### config.mk
export PLATFORM = sky130hd
export DESIGN_NAME = bus_arbiter_flat
export DESIGN_NICKNAME = d
export VERILOG_FILES = /design/src/rtl/bus_arbiter_if.sv /design/src/rtl/bus_arbiter.sv /design/src/flat_wrapper.sv
export SDC_FILE = /design/constraint.sdc
export NUM_CORES = 1
export LEC_CHECK = 0
export ABC_AREA = 1
export BUFFER_PORTS_ARGS = -buffer_cell sky130_fd_sc_hd__buf_2
export CAP_MARGIN = 20
export CORE_ASPECT_RATIO = 1.4
export CORE_MARGIN = 5
export CORE_UTILIZATION = 35
export DETAILED_ROUTE_END_ITERATION = 8
export GPL_TIMING_DRIVEN = 0
export MAX_ROUTING_LAYER = met4
export SYNTH_ARGS = -nofsm -noshare
export SYNTH_HDL_FRONTEND = slang
export SYNTH_SLANG_ARGS = --single-unit
### constraint.sdc
create_clock -name clock -period 2.7 [get_ports clock]
set_input_delay 0.27 -clock clock [delete_from_list [all_inputs] [get_ports clock]]
set_output_delay 0.27 -clock clock [all_outputs]
set_load 0.02 [all_outputs]
### src/rtl/bus_arbiter_if.sv
// Bundle of the CPU, DMA and memory-bus signals of the two-requester arbiter.
// The slave modport is the arbiter's view; master is the requesters/memory side.
interface bus_arbiter_if;
  logic        cpu_req;
  logic        cpu_we;
  logic [15:0] cpu_addr;
  logic [7:0]  cpu_wdata;
  logic [7:0]  cpu_rdata;
  logic        cpu_ack;

  logic        dma_req;
  logic        dma_we;
  logic [15:0] dma_addr;
  logic [7:0]  dma_wdata;
  logic [7:0]  dma_rdata;
  logic        dma_ack;

  logic [15:0] mem_addr;
  logic [7:0]  mem_wdata;
  logic [7:0]  mem_rdata;
  logic        mem_re;
  logic        mem_we;

  logic        owner;
  logic        busy;

  modport slave (
    input  cpu_req, cpu_we, cpu_addr, cpu_wdata,
    input  dma_req, dma_we, dma_addr, dma_wdata,
    input  mem_rdata,
    output cpu_rdata, cpu_ack, dma_rdata, dma_ack,
    output mem_addr, mem_wdata, mem_re, mem_we,
    output owner, busy
  );

  modport master (
    output cpu_req, cpu_we, cpu_addr, cpu_wdata,
    output dma_req, dma_we, dma_addr, dma_wdata,
    output mem_rdata,
    input  cpu_rdata, cpu_ack, dma_rdata, dma_ack,
    input  mem_addr, mem_wdata, mem_re, mem_we,
    input  owner, busy
  );
endinterface

### src/rtl/bus_arbiter.sv
// Round-robin arbiter giving a CPU and a DMA requester access to a single
// memory bus. One access at a time: IDLE -> ACCESS (WAIT_STATES+1 cycles)
// -> ACK (one-cycle completion strobe to the grantee) -> IDLE.
module bus_arbiter #(
  parameter int unsigned WAIT_STATES = 1
) (
  input logic          clock,
  input logic          reset,
  bus_arbiter_if.slave bus
);

  localparam logic [2:0] WAIT_INIT = 3'(WAIT_STATES);

  typedef enum logic [1:0] {IDLE, ACCESS, ACK} state_t;

  state_t      state;
  state_t      state_nx;
  logic        owner_q;
  logic        last_owner;
  logic        we_q;
  logic [2:0]  wait_cnt;
  logic [15:0] addr_q;
  logic [7:0]  wdata_q;
  logic [7:0]  cpu_rdata_q;
  logic [7:0]  dma_rdata_q;
  logic        any_req;
  logic        grant_dma;

  // Grant decision: a lone requester wins; on a tie the one that was not served last wins.
  always_comb begin
    any_req   = bus.cpu_req | bus.dma_req;
    grant_dma = bus.dma_req & (~bus.cpu_req | ~last_owner);
  end

  // State register.
  always_ff @(posedge clock) begin
    if (reset) state <= IDLE;
    else       state <= state_nx;
  end

  // Next-state decode and bus/handshake outputs.
  always_comb begin
    state_nx      = state;
    bus.mem_re    = 1'b0;
    bus.mem_we    = 1'b0;
    bus.cpu_ack   = 1'b0;
    bus.dma_ack   = 1'b0;
    bus.busy      = (state != IDLE);
    bus.owner     = owner_q;
    bus.mem_addr  = addr_q;
    bus.mem_wdata = wdata_q;
    bus.cpu_rdata = cpu_rdata_q;
    bus.dma_rdata = dma_rdata_q;
    case (state)
      IDLE: begin
        if (any_req) state_nx = ACCESS;
      end
      ACCESS: begin
        bus.mem_re = ~we_q;
        bus.mem_we = we_q & (wait_cnt == 3'd0);
        if (wait_cnt == 3'd0) state_nx = ACK;
      end
      ACK: begin
        bus.cpu_ack = ~owner_q;
        bus.dma_ack = owner_q;
        state_nx    = IDLE;
      end
      default: state_nx = IDLE;
    endcase
  end

  // Transaction latch on grant, wait-state countdown, read capture and round-robin history.
  always_ff @(posedge clock) begin
    if (reset) begin
      owner_q     <= 1'b0;
      last_owner  <= 1'b1;
      we_q        <= 1'b0;
      wait_cnt    <= '0;
      addr_q      <= '0;
      wdata_q     <= '0;
      cpu_rdata_q <= '0;
      dma_rdata_q <= '0;
    end else begin
      case (state)
        IDLE: begin
          if (any_req) begin
            owner_q  <= grant_dma;
            we_q     <= grant_dma ? bus.dma_we    : bus.cpu_we;
            addr_q   <= grant_dma ? bus.dma_addr  : bus.cpu_addr;
            wdata_q  <= grant_dma ? bus.dma_wdata : bus.cpu_wdata;
            wait_cnt <= WAIT_INIT;
          end
        end
        ACCESS: begin
          if (wait_cnt != 3'd0) begin
            wait_cnt <= wait_cnt - 3'd1;
          end else if (!we_q) begin
            if (owner_q) dma_rdata_q <= bus.mem_rdata;
            else         cpu_rdata_q <= bus.mem_rdata;
          end
        end
        ACK: begin
          last_owner <= owner_q;
        end
        default: ;
      endcase
    end
  end

endmodule

### src/flat_wrapper.sv
// flat-port wrapper written by rule: the top's interface ports become plain ports
module bus_arbiter_flat 
#(
  parameter int unsigned WAIT_STATES = 1
)
  (clock, reset, bus_cpu_req, bus_cpu_we, bus_cpu_addr, bus_cpu_wdata, bus_dma_req, bus_dma_we, bus_dma_addr, bus_dma_wdata, bus_mem_rdata, bus_cpu_rdata, bus_cpu_ack, bus_dma_rdata, bus_dma_ack, bus_mem_addr, bus_mem_wdata, bus_mem_re, bus_mem_we, bus_owner, bus_busy);
  bus_arbiter_if bus_i ();
  input logic clock;
  input logic reset;
  input wire logic [$bits(bus_i.cpu_req)-1:0] bus_cpu_req;
  input wire logic [$bits(bus_i.cpu_we)-1:0] bus_cpu_we;
  input wire logic [$bits(bus_i.cpu_addr)-1:0] bus_cpu_addr;
  input wire logic [$bits(bus_i.cpu_wdata)-1:0] bus_cpu_wdata;
  input wire logic [$bits(bus_i.dma_req)-1:0] bus_dma_req;
  input wire logic [$bits(bus_i.dma_we)-1:0] bus_dma_we;
  input wire logic [$bits(bus_i.dma_addr)-1:0] bus_dma_addr;
  input wire logic [$bits(bus_i.dma_wdata)-1:0] bus_dma_wdata;
  input wire logic [$bits(bus_i.mem_rdata)-1:0] bus_mem_rdata;
  output wire logic [$bits(bus_i.cpu_rdata)-1:0] bus_cpu_rdata;
  output wire logic [$bits(bus_i.cpu_ack)-1:0] bus_cpu_ack;
  output wire logic [$bits(bus_i.dma_rdata)-1:0] bus_dma_rdata;
  output wire logic [$bits(bus_i.dma_ack)-1:0] bus_dma_ack;
  output wire logic [$bits(bus_i.mem_addr)-1:0] bus_mem_addr;
  output wire logic [$bits(bus_i.mem_wdata)-1:0] bus_mem_wdata;
  output wire logic [$bits(bus_i.mem_re)-1:0] bus_mem_re;
  output wire logic [$bits(bus_i.mem_we)-1:0] bus_mem_we;
  output wire logic [$bits(bus_i.owner)-1:0] bus_owner;
  output wire logic [$bits(bus_i.busy)-1:0] bus_busy;
  assign bus_i.cpu_req = bus_cpu_req;
  assign bus_i.cpu_we = bus_cpu_we;
  assign bus_i.cpu_addr = bus_cpu_addr;
  assign bus_i.cpu_wdata = bus_cpu_wdata;
  assign bus_i.dma_req = bus_dma_req;
  assign bus_i.dma_we = bus_dma_we;
  assign bus_i.dma_addr = bus_dma_addr;
  assign bus_i.dma_wdata = bus_dma_wdata;
  assign bus_i.mem_rdata = bus_mem_rdata;
  assign bus_cpu_rdata = bus_i.cpu_rdata;
  assign bus_cpu_ack = bus_i.cpu_ack;
  assign bus_dma_rdata = bus_i.dma_rdata;
  assign bus_dma_ack = bus_i.dma_ack;
  assign bus_mem_addr = bus_i.mem_addr;
  assign bus_mem_wdata = bus_i.mem_wdata;
  assign bus_mem_re = bus_i.mem_re;
  assign bus_mem_we = bus_i.mem_we;
  assign bus_owner = bus_i.owner;
  assign bus_busy = bus_i.busy;
  bus_arbiter #(.WAIT_STATES(WAIT_STATES)) u_core (.clock(clock), .reset(reset), .bus(bus_i));
endmodule
==> reports/qor.yml, run 1 <==
outcome:
  status: "finished, final reports clean"
timing:
  setup_ws_ns: 0.9491
  post-route-period-util: 0.6485
  finalHoldViolCount: 0
  relSlewSlack: 0.6832
  post-route-min-period_ns: 1.751
  finalSetupViolations: 0
  worst_clock_skew_ns: 0.005384
  fmax_ghz: 0.5711
  slew_violations: 0
  rsz0062_at_grt: "false"
  setup_tns_ns: 0
  worst_pin_slew_ns: 0.4753
  fin_hold_ws_ns: 0.2157
synth:
  ys_ff_latch: 48
  synth.most_common_cell: "nor2_1"
  netlist_area_mm2: 0.002352
  synth_edf_count: 0
  ys_top_cells_by_area: "dfxtp_1 41%, nor2_1 19%, nand2_1 13%"
  yosysSeqAreaShare: 0.4085
  yosys_warnings: 0
  avgSynthCellArea_um2: 6.323
  syn_nets: 436
  yosysUniqueCellTypes: 19
  synth_mux_area_frac: 0
  synth_top_area_share: 0.4085
  synth_xor_area_frac: 0
  yosys-top-cells-count: "120 x nor2_1, 80 x nand2_1, 48 x dfxtp_1, 44 x inv_1, 26 x o21ai_0"
  synth_cells: 372
  synth_compound_area_frac: 0.06596
  synth_top_family_by_area: "simple AND/OR/NAND/NOR gates"
  yosys.area_share.simple: 0.4016
  yosys.area.top_type: "dfxtp_1"
  synthArstFlopShare: 0
  synth_ff_type: "dfxtp_1"
  synth_adder_area_share: 0.01064
cts:
  postCtsSetupRepairBufs: 0
  ctsRootBufferMaster: "clkbuf_8"
  clock_latency_ns: 0.29
  cts_buffers: 5
  ctsHoldBuffers: 0
  cts.clk_slew.worst_paths_ns: 0.09
  htreeDepth: 2
  cts_buffer_depth: 2
  cts_tree: "built"
  ctsResizeCount: 0
  clock-sinks: 48
worst_setup_path:
  cp_data_required_time_ns: 2.43
  cp_top_family: "simple AND/OR/NAND/NOR gates"
  startpoint_type: "flop"
  cpPeakStageDelay_ns: 0.31
  arrival_ns: 1.48
  critPathKind: "flop to output port"
  worstPathCellList: "inv_1 > ha_1 > inv_1 > nor2_1 > nand2_4 > nor2_1 > buf_2"
  worst-path-buf-inv: 3
  worstPathMaxFanout: 4
  end_kind: "output port"
  critPathSlowestCell: "dfxtp_1"
job:
  drv_cap: 0
grt:
  overflow: 0
  grt_use_total: 0.1611
  grt_antenna_before_repair: 0
  grt_start_max_net_pins: 14
  grt_pass1_vias: 2415
  grt_pass1_wl_um: 10870
place:
  place_congestion: 0.7996
  placedInstanceArea_mm2: 0.002980
  place_ws_ns: 1.261
  port_buffers: 107
  hpwl_um: 4965
floorplanning:
  dieArea_mm2: 0.008484
  pin_count: 108
  die_x_um: 79.29
  initial_utilization: 0.3581
  die_y_um: 107
  core_area_mm2: 0.006569
  rows: 35
pwr:
  powerDensity_mw_per_mm2: 603.9
  peakVddDrop_v: 0.0002853
  p_total_w: 0.001854
  power_leakage_nw: 1.811
routing:
  postRouteAntennaNets: 0
  num_vias: 2445
  vias_per_cell: 4.358
  wl_per_cell_um: 11.06
  drcViolationCount: 0
  drtIter0Drc: 68
  first_pass_iters: 4
  routed_wl_um: 6206
cells_and_area:
  final_net_count: 550
  area_growth_pct: 30.53
  antennaDiodeCount: 0
  layout-drive-gt1-share: 0.2834
  fin_area_mm2: 0.003070
min_path:
  hold_class: "input pin to flop"
## layer usage
layer	vias to the layer above	global-route usage	wire length, µm
li1	1332	-	-
met1	1035	0.1862	2735
met2	70	0.2777	3006
met3	8	0.03866	389
met4	0	0.04300	74
met5	-	-	0
## cell families after synthesis
logic type,Yosys count
AOI/OAI and AO/OA,31
and+or+nand+nor,228
adders and majority gates,2
buffers and inverters,63
DFF,48
## layout make-up
class,instances,area [µm²]
inverter,48,180.2
clock buffer,8,90.09
timing repair buffer,107,535.5
tap,74,92.59
buffer,15,86.33
fill,731,3498
multi-input combinational,261,1125
sequential,48,960.9
## power breakdown
part,leakage [nW],switching [W],total [W],internal [W]
registers,0.395,0.0000439,0.000835,0.000791
logic,1.37,0.000375,0.000581,0.000206
clock network,0.0455,0.000229,0.000439,0.000209
total,1.81,0.000648,0.00185,0.00121
## worst register-to-register path, delay by kind of cell, from the launching register on
family | cells | cell delay [ns]
and+or+nand+nor | 5 | 0.48
buffers and inverters | 1 | 0.41
DFF | 1 | 0.37
## per-stage QoR
| step | utilization | std cells |
|---|---|---|
| detailed placement | 0.4537 | 553 |
| global placement | 0.4537 | 553 |
| floorplan | - | 372 |
| global route | 0.4674 | 561 |
| CTS | 0.4674 | 561 |
| finish | 0.4674 | 561 |
## worst paths after layout
| path | from | end | slack (ns) | cells past startpoint |
|---|---|---|---|---|
| min | reset | u_core.wait_cnt[2] | 0.22 | 2 |
| max | u_core.wait_cnt[0] | bus_mem_we | 0.95 | 7 |
| max reg2reg | u_core.last_owner | u_core.bus.mem_addr[8] | 1.34 | 6 |
| min reg2reg | u_core.wait_cnt[1] | u_core.wait_cnt[1] | 0.47 | 2 |
## cells in the final DEF (no fill, tap or decap)
master and n:
nor2_4 2, inv_2 4, nor2_1 120, buf_1 1, buf_4 6, nor2_8 2, nand3_1 19, ha_1 2
clkbuf_1 4, o21ai_0 26, nand2_4 1, dfxtp_1 48, nor2_2 3, buf_2 113, clkbuf_8 6, nand2_1 80
nand2_2 1, a21oi_1 4, o21ai_1 1, inv_1 44
## sequential cells by signal, summed over array words and instances (netlist names)
| signal | flops |
|---|---|
| u_core.bus.owner | 1 |
| u_core.bus.dma_rdata | 8 |
| u_core.state | 2 |
| u_core.we_q | 1 |
| u_core.last_owner | 1 |
| u_core.wait_cnt | 3 |
| u_core.bus.cpu_rdata | 8 |
| u_core.bus.mem_addr | 16 |
| u_core.bus.mem_wdata | 8 |
Power figures use the tool's default switching activity.
==> run 2, diff against run 1 <==
- ABC_AREA: 1 -> 0
- PLACE_DENSITY: default -> 0.66
- clock period: 2.7 -> 1.46 ns (I/O delays scaled with it)
==> run 2 against run 1 <==
  * Core utilization up 1.9 points
  * Clock-buffer cell count shrank 2
  * Combinational power rose by 76%
  * Die area down 3.9%
  * Worst hold slack worse by 0.12 ns
  * Clock power rose by 83%
  * Routed wire length rose by 0.31%
==> reports/qor.yml, run 2 <==
timing:
  post-route-min-period_ns: 1.445
  worst_pin_slew_ns: 0.5463  # +0.07106 ns
  finalHoldViolCount: 0  # unchanged
  finalSetupViolations: 0  # unchanged
  post-route-period-util: 0.9897
  worst_clock_skew_ns: 0.01223  # +0.006847 ns
  rsz0062_at_grt: "true"
  setup_tns_ns: 0  # unchanged
  fmax_ghz: 0.6921
  relSlewSlack: 0.6358  # -0.04737
  slew_violations: 0  # unchanged
grt:
  grtUsageMet2: 0.2557  # -0.02204
  grt_use_total: 0.1517  # -0.009433
  overflow: 0  # unchanged
  top_usage_layer: "met2"
  grt_antenna_before_repair: 0  # unchanged
  grt_pass1_vias: 2194  # -9.2%
  use_met3: 0.03528  # -0.003371
  grt_pass1_wl_um: 10090  # -7.2%
  grt_start_max_net_pins: 15  # +1
  gr-usage-met1: 0.1813  # -0.004917
worst_setup_path:
  end_kind: "output port"
  worst-path-buf-inv: 2  # -1
  critPathKind: "flop to output port"
  worstPathMaxFanout: 3  # -1
  arrival_ns: 1.30  # -0.18 ns
  cp_data_required_time_ns: 1.31  # -1.12 ns
  cpPeakStageDelay_ns: 0.33  # +0.02 ns
  cp_top_family: "flip-flops"
  startpoint_type: "flop"
  critPathSlowestCell: "dfxtp_2"
  worstPathCellList: "inv_2 > ha_4 > nor2b_4 > and3_4 > buf_6"
routing:
  wl_per_cell_um: 14.18  # +28%
  postRouteAntennaNets: 0  # unchanged
  drcViolationCount: 0  # unchanged
  drtIter0Drc: 81  # +19%
  routed_wl_um: 6225  # +0.31%
  first_pass_iters: 4  # unchanged
  vias_per_cell: 5.021  # +15%
  num_vias: 2204  # -9.9%
synth:
  yosysSeqAreaShare: 0.4274  # +0.01887
  synth_edf_count: 0  # unchanged
  syn_nets: 313  # -28%
  yosys-top-cells-count: "76 x nand2_1, 48 x dfxtp_1, 27 x a21oi_1, 20 x a311oi_1, 16 x mux2i_1"
  synth_cells: 249  # -33%
  synth_ff_type: "dfxtp_1"
  avgSynthCellArea_um2: 9.030  # +43%
  ys_top_cells_by_area: "dfxtp_1 43%, nand2_1 13%, a311oi_1 7.8%"
  yosysUniqueCellTypes: 37  # +18
  yosys.area.top_type: "dfxtp_1"
  netlist_area_mm2: 0.002248  # -4.4%
  yosys_warnings: 0  # unchanged
  synth_top_area_share: 0.4274  # +0.01887
  synth.most_common_cell: "nand2_1"
  synthArstFlopShare: 0  # unchanged
  ys_ff_latch: 48  # unchanged
cts:
  cts_tree: "built"
  ctsHoldBuffers: 0  # unchanged
  clock_latency_ns: 0.30  # about the same
  cts_buffers: 5  # unchanged
  htreeDepth: 2  # unchanged
  ctsRootBufferMaster: "clkbuf_8"
  cts_buffer_depth: 2  # unchanged
  cts.clk_slew.worst_paths_ns: 0.09  # about the same
  clock-sinks: 48  # unchanged
floorplanning:
  die_x_um: 77.74  # -1.9%
  pin_count: 108  # unchanged
  die_y_um: 104.8  # -2.0%
  dieArea_mm2: 0.008150  # -3.9%
  initial_utilization: 0.3595  # +0.001448
  core_area_mm2: 0.006254  # -4.8%
  rows: 34  # -2.9%
place:
  place_inst: 427  # -23%
  placedInstanceArea_mm2: 0.002869  # -3.7%
  hpwl_um: 4704  # -5.3%
  port_buffers: 106  # -0.93%
  place_congestion: 0.7944  # -0.65%
cells_and_area:
  layout_common_cells: "105 x buf_2, 76 x nand2_1, 43 x dfxtp_1"
  final_core_util: 0.4862  # +0.01877
  layout-drive-gt1-share: 0.4223  # +0.1390
  area_growth_pct: 35.23
  largest_reg_flops: 16  # unchanged
  fin_cells: 439  # -22%
  final_common_cell: "buf_2"
  final_net_count: 431  # -22%
  fin_area_mm2: 0.003040  # -0.98%
  antennaDiodeCount: 0  # unchanged
pwr:
  powerDensity_mw_per_mm2: 1106  # +83%
  peakVddDrop_v: 0.0005776  # +100%
  power_leakage_nw: 1.456  # -20%
job:
  drv_cap: 0  # unchanged
outcome:
  status: "finished, final reports clean"
min_path:
  hold_class: "input pin to flop"
[run 2: per-layer routing]
layer	part of all wire	up-vias
met5	0	-
met4	0.0090	0
met3	0.067	5
met2	0.49	85
met1	0.43	999
li1	-	1115
[run 2: worst reg2reg max path, cell delays in order, from the launching register on]
cell	delay, ns
dfxtp_2	0.33
inv_2	0.08
ha_4	0.16
nand4bb_4	0.13
nor3_4	0.22
buf_4	0.18
mux2i_1	0.18
[run 2: area by class of cell]
type / instances / area [µm²]
fill: 622 / 3213
multi-input combinational: 177 / 1151
sequential: 48 / 969.7
timing repair buffer: 111 / 574.3
buffer: 19 / 145.1
tap: 72 / 90.09
clock buffer: 6 / 82.58
inverter: 5 / 18.77
clock inverter: 1 / 8.758
[run 2: final timing paths]
kind	cells after the start	start	end	slack, ns
min	3	bus_cpu_addr[14]	u_core.bus.mem_addr[14]	0.1
max	5	u_core.wait_cnt[1]	bus_mem_we	0.02
max reg2reg	6	u_core.wait_cnt[1]	u_core.bus.cpu_rdata[4]	0.13
min reg2reg	2	u_core.bus.dma_rdata[7]	u_core.bus.dma_rdata[7]	0.46
[run 2: what timing repair did]
item,4_1_cts,5_1_grt
resized for setup,11,5
pin swaps,0,2
setup buffers,1,4
setup endpoints to repair,10,11
gates cloned,0,0
[run 2: kinds of logic (layout without fill, tap and decap cells)]
family	after synthesis	in the layout	synth area share
AOI/OAI and AO/OA	61	61	0.2092
adders and majority gates	2	2	0.01113
muxes	16	16	0.07123
and+or+nand+nor	98	98	0.2081
DFF	48	48	0.4274
buffers and inverters	24	142	0.07289
[run 2: stage by stage]
step	hold slack (ns)	power, W	setup slack (ns)
after floorplan	0.3059	0.002207	0.1241
after global placement	0.4132	0.002524	-0.003966
after detailed placement	0.4192	0.002536	-0.03011
after CTS	0.08947	0.003375	-0.02555
after global routing	0.09550	0.003562	-0.03401
final	0.09579	0.003362	0.01502
[run 2: power by group]
part / internal (W) / switching, W / leakage, nW / total (W)
combinational: 0.000440 / 0.000581 / 1.01 / 0.00102
clock: 0.000378 / 0.000426 / 0.0473 / 0.000804
sequential: 0.00145 / 0.0000918 / 0.397 / 0.00154
